<file path="src/rtl/wptr_full.sv">
// rtl/wptr_full.sv - FIFO write pointer, Gray publication, read-pointer sync, full/almost_full/level (optional WPTR_OVERFLOW_EN)
module wptr_full #(
    parameter int ADDR_WIDTH = 3,
    parameter int AF_MARGIN  = 2
) (
    input  logic                  wclk,
    input  logic                  rst,
    input  logic                  winc,
    input  logic [ADDR_WIDTH:0]   rptr,
    output logic [ADDR_WIDTH:0]   wptr,
    output logic [ADDR_WIDTH-1:0] waddr,
    output logic                  full,
    output logic                  almost_full,
    output logic [ADDR_WIDTH:0]   wlevel
`ifdef WPTR_OVERFLOW_EN
    ,
    output logic                  overflow
`endif
);

    localparam int AW    = ADDR_WIDTH;
    localparam int DEPTH = 2 ** ADDR_WIDTH;

    // Gray pointer of a full FIFO differs from the read pointer in its two MSBs
    localparam logic [AW:0] FULL_MASK = (AW + 1)'(3 << (AW - 1));
    localparam logic [AW:0] AF_LEVEL  = (AW + 1)'(DEPTH - AF_MARGIN);

    logic [AW:0] wbin;
    logic [AW:0] rq1;
    logic [AW:0] rq2;
    logic [AW:0] wbin_next;
    logic [AW:0] wgray_next;
    logic [AW:0] rbin_sync;
    logic [AW:0] level_next;

    assign waddr = wbin[AW-1:0];

    // Next pointer values, synchronised read pointer in binary, and resulting fill level
    always_comb begin
        wbin_next  = wbin + (AW + 1)'(winc & ~full);
        wgray_next = (wbin_next >> 1) ^ wbin_next;
        rbin_sync  = '0;
        for (int i = 0; i <= AW; i++) begin
            rbin_sync[i] = ^(rq2 >> i);
        end
        level_next = wbin_next - rbin_sync;
    end

    // Pointer, synchroniser and flag registers; flags see this edge's write immediately
    always_ff @(posedge wclk) begin
        if (rst) begin
            rq1         <= '0;
            rq2         <= '0;
            wbin        <= '0;
            wptr        <= '0;
            full        <= 1'b0;
            almost_full <= 1'b0;
            wlevel      <= '0;
        end else begin
            rq1         <= rptr;
            rq2         <= rq1;
            wbin        <= wbin_next;
            wptr        <= wgray_next;
            full        <= (wgray_next == (rq2 ^ FULL_MASK));
            almost_full <= (level_next >= AF_LEVEL);
            wlevel      <= level_next;
        end
    end

`ifdef WPTR_OVERFLOW_EN
    // Sticky record of any write attempted while full
    always_ff @(posedge wclk) begin
        if (rst) begin
            overflow <= 1'b0;
        end else begin
            overflow <= overflow | (winc & full);
        end
    end
`endif

endmodule

</file>
<file path="config.mk">
export PLATFORM = sky130hd
export DESIGN_NAME = wptr_full
export DESIGN_NICKNAME = d
export VERILOG_FILES = /design/src/rtl/wptr_full.sv
export SDC_FILE = /design/constraint.sdc
export NUM_CORES = 1
export LEC_CHECK = 0
export ABC_CLOCK_PERIOD_IN_PS = 5200
export CAP_MARGIN = 20
export CELL_PAD_IN_SITES_DETAIL_PLACEMENT = 0
export CELL_PAD_IN_SITES_GLOBAL_PLACEMENT = 1
export CORE_MARGIN = 2
export CORE_UTILIZATION = 39
export DETAILED_ROUTE_END_ITERATION = 7
export GPL_TIMING_DRIVEN = 0
export PLACE_DENSITY_LB_ADDON = 0.1
export SKIP_LAST_GASP = 1
export SYNTH_ARGS = -nofsm -noshare
export SYNTH_HDL_FRONTEND = slang
export SYNTH_SLANG_ARGS = --single-unit
export TNS_END_PERCENT = 30
</file>
<file path="constraint.sdc">
create_clock -name wclk -period 5.2 [get_ports wclk]
set_input_delay 0.78 -clock wclk [delete_from_list [all_inputs] [get_ports wclk]]
set_output_delay 0.78 -clock wclk [all_outputs]
set_load 0.02 [all_outputs]
</file>
# Yosys cells after proc, flatten, opt, wreduce, memory -nomap -nowiden
# Cells that the tools add are included.
dict set report word_totals {
  regBits 22
  in_bits 7
  out_inout_bits 13
}
dict set report classes {
  n_addsub 2
  n_lt_le_gt_ge 1
  eq_ne 1
  bitwise_logic 4
  reduce_logical 4
}
# operator count
set ops {}
lappend ops {{$reduce_xor 4->1} 4}
lappend ops {{$add 4x4->4} 1}
lappend ops {{$and 1x4->4} 1}
lappend ops {{$eq 4x4->1} 1}
lappend ops {{$ge 4x3->1 const B} 1}
lappend ops {{$not 1->4} 1}
lappend ops {{$sub 4x4->4} 1}
lappend ops {{$xor 3x4->4} 1}
lappend ops {{$not 2->2} 1}

# Logic depth before layout (Yosys ltp)
dict set report logic_depth {
  word_depth 5
  ltp_mapped 8
}

# Worst setup path after synthesis
# No wires, ideal clock.
dict set report synth_path {
  path_type {input to register}
  startpoint {in winc}
  endpoint {reg almost_full}
  setup_ns 0.121
  arrival_time_ns 2.463
  path_slack_ns 2.616
  path_stages 8
  n_path_buf 0
  cell_sequence {nor2b_1 -> ha_1 -> ha_1 -> inv_1 -> fa_1 -> xnor3_1 -> nand2b_1 -> nand3_1}
}
dict set report synth_via {
  elab_chain_cells 4
}
# item line_no
set synth_lines {}
lappend synth_lines {{start: declaration} 8} ;# input logic winc,
lappend synth_lines {{$and 1x4->4} 40} ;# wbin_next = wbin + (AW + 1)'(winc & ~full);
lappend synth_lines {{$add 4x4->4} 40}
lappend synth_lines {{via wbin_next[1]} 31} ;# logic [AW:0] wbin_next;
lappend synth_lines {{$sub 4x4->4} 46} ;# level_next = wbin_next - rbin_sync;
lappend synth_lines {{$ge 4x3->1} 65} ;# almost_full <= (level_next >= AF_LEVEL);
lappend synth_lines {{end signal: assignment} 65}
lappend synth_lines {{end: declaration} 13} ;# output logic almost_full,
# The timed path passes the listed nets, and every way through them passes these cells.
# A chain may end at the register's enable or synchronous reset.

# Worst setup path after layout
# Ends and elaborated chain as after synthesis.

==> metrics <==
Antenna Cells 0; Overflow after GRT 0; Worst Path Buf+Inv 2; Worst Hold Path Cells 1; iteration count of the initial detailed-routing pass 4; Final Skew 1.02 ps; fraction of layout cells with a size suffix above 1 4.81%; Crit. End Element flip-flop; CP cell instances clkdlybuf4s50_1 -> nor2b_1 -> ha_1 -> ha_1 -> inv_1 -> fa_1 -> xnor3_1 -> nand2b_1 -> nand3_1; Area contributors post-synth dfxtp_1, nor2b_1, xnor2_1, ha_1, nor2_1; largest net degree at the start of global routing 12; Post-synth EDFFs 0; Placer Congestion 0.751; First DRT Iteration DRCs 7; area growth from synthesis to layout 28.9%; Final ANT Viol Nets 0; WL met1 590 um; syn nets 93; setup bufs post-CTS 0; CTS clock-pin slew for the worst setup and hold paths 110 ps; cell with the most instances after synthesis dfxtp_1; RSZ-0062 raised after global routing no; Post-DP HPWL 1.03 mm; NumNets Final 117; Site Rows 17; initial core utilization 40.1%; Worst Tran Pin Value 499 ps; # resized after CTS 0; Fin Setup TNS 0 ps; Worst-Skew Late Latency 300 ps; Worst Hold Launch rq1[1]$_SDFF_PP0_; VDD IR max 0.184 mV; CP Class input pin to flip-flop; most frequent cells after synthesis dfxtp_1, nor2_1, nor2b_1, xnor2_1, nand3_1; Crit path max-delay family adder cells; crit-path most repeated cell ha_1; CTS Buf Count 3; fmax 354 MHz; worst hold path type flip-flop to flip-flop; period utilisation layout 54.4%; DRC Markers 0; area leader, netlist dfxtp_1; total track usage 12.9%; CTS tree yes; hold buffers post-CTS 0; final hold slack 445 ps; Mean Syn Cell Area 10.7 um^2; CP arrival 3030 ps; met3 WL post-DR 57 um; Top FF cell, synth dfxtp_1; Tmin final 2830 ps; Max H-tree Level 1; routed vias/inst 4.58; Die Span Y 51.2 um; WL per Instance 10.4 um; critical path depth 9; Pleak 0.453 nW; antenna violations before repair 0; setup violators final 0; Max-cap violations 0; I/O pin cnt 20; Cell Area, Synth 870 um^2; worst r2r src rq2[3]$_SDFF_PP0_; vias in the first global route 541; die outline width 51.2 um; PD cells 319 mW/mm^2; first-pass GRT wire length 2.42 mm; Worst path max stage delay 440 ps; quantity of I/O buffers inserted on ports 19; synth warn 0; Clock Root Buffer clkbuf_4; sequential fraction of the synthesis area 48.3%; startpoint class of the critical path input pin; WP data required 5410 ps; Synth cell types 23; cells after synthesis 81; clock sink count 21; fin. max-slew vios 0; Slew Limit Headroom 66.5%; Max Buffers Root-to-Sink 2; endpoints failing hold 0; FF-to-FF path depth 8; Critical path origin winc; Vias 604; metal2 WL 696 um; FF+latch count, synth 21; Synth async-reset ratio 0%; Slowest cell on crit path fa_1; CP Max Fanout 6; status completed; DR top layer met4; Yosys top cell area share 48.3%; CORE AREA 0.00217 mm^2; total length of routed wires 1.37 mm; Die Area 0.00262 mm^2
==> layout by cell type (no fill, tap or decap), types with 2 or more instances in the layout <==
master	instances
nor2b_1	10
inv_1	3
clkbuf_1	3
clkbuf_4	3
or3_1	2
xor2_1	4
dfxtp_1	21
nand3_1	5
xnor2_1	6
nor2_1	11
clkdlybuf4s50_1	19
ha_1	4
==> registers in the layout, summed over array words and instances (netlist names) <==
register,count
rq2,4
rq1,4
almost_full,1
wptr,4
full,1
wlevel,4
wbin,3
==> report_power, final <==
part / internal (mW) / leakage [nW] / switching (mW)
logic: 0.0501 / 0.265 / 0.0480
registers: 0.176 / 0.173 / 0.00499
clock network: 0.0300 / 0.0150 / 0.0481
total: 0.256 / 0.453 / 0.101
==> routing by layer <==
layer / GRT usage (%) / up-vias
li1: - / 312
met1: 15.0 / 277
met2: 21.0 / 13
met3: 3.51 / 2
met4: 7.89 / 0
met5: 0 / -
==> area by class of cell <==
| class | count | area, um^2 |
|---|---|---|
| multi-input cells | 55 | 430 |
| flip-flops and latches | 21 | 420 |
| clock buffers | 4 | 26.3 |
| repair buffers | 19 | 190 |
| well taps | 28 | 35.0 |
| fillers | 210 | 1050 |
| inverters | 3 | 11.3 |
| plain buffers | 2 | 7.51 |
==> cell families (layout without fill, tap and decap cells) <==
group / after synthesis / after routing / share of synthesized area, %
AND/OR/NAND/NOR: 31 / 31 / 18.6
flip-flops: 21 / 21 / 48.3
XOR/XNOR: 13 / 13 / 17.3
AO/OA/AOI/OAI: 6 / 6 / 5.61
adder cells (fa/ha/maj): 5 / 5 / 8.06
buffers and inverters: 5 / 28 / 2.16
==> per-stage QoR <==
step | std cells | power (mW) | setup WS (ps) | util, % | instance area [um^2]
floorplan | 81 | 0.247 | 2620 | - | 870
global placement | 128 | 0.283 | 2060 | 50.5 | 1090
detailed placement | 128 | 0.285 | 2040 | 50.5 | 1090
CTS | 132 | 0.366 | 2370 | 51.7 | 1120
global route | 132 | 0.382 | 2180 | 51.7 | 1120
finish | 132 | 0.357 | 2370 | 51.7 | 1120
==> worst paths after layout <==
check                                         endpoint  slack (ps)
worst max register to register  almost_full$_SDFF_PP0_        2740
worst max-delay path            almost_full$_SDFF_PP0_        2370
worst min-delay path                 rq2[1]$_SDFF_PP0_         440
worst min register to register       rq2[1]$_SDFF_PP0_         440
Note: power is estimated with default switching activity, not from simulation.
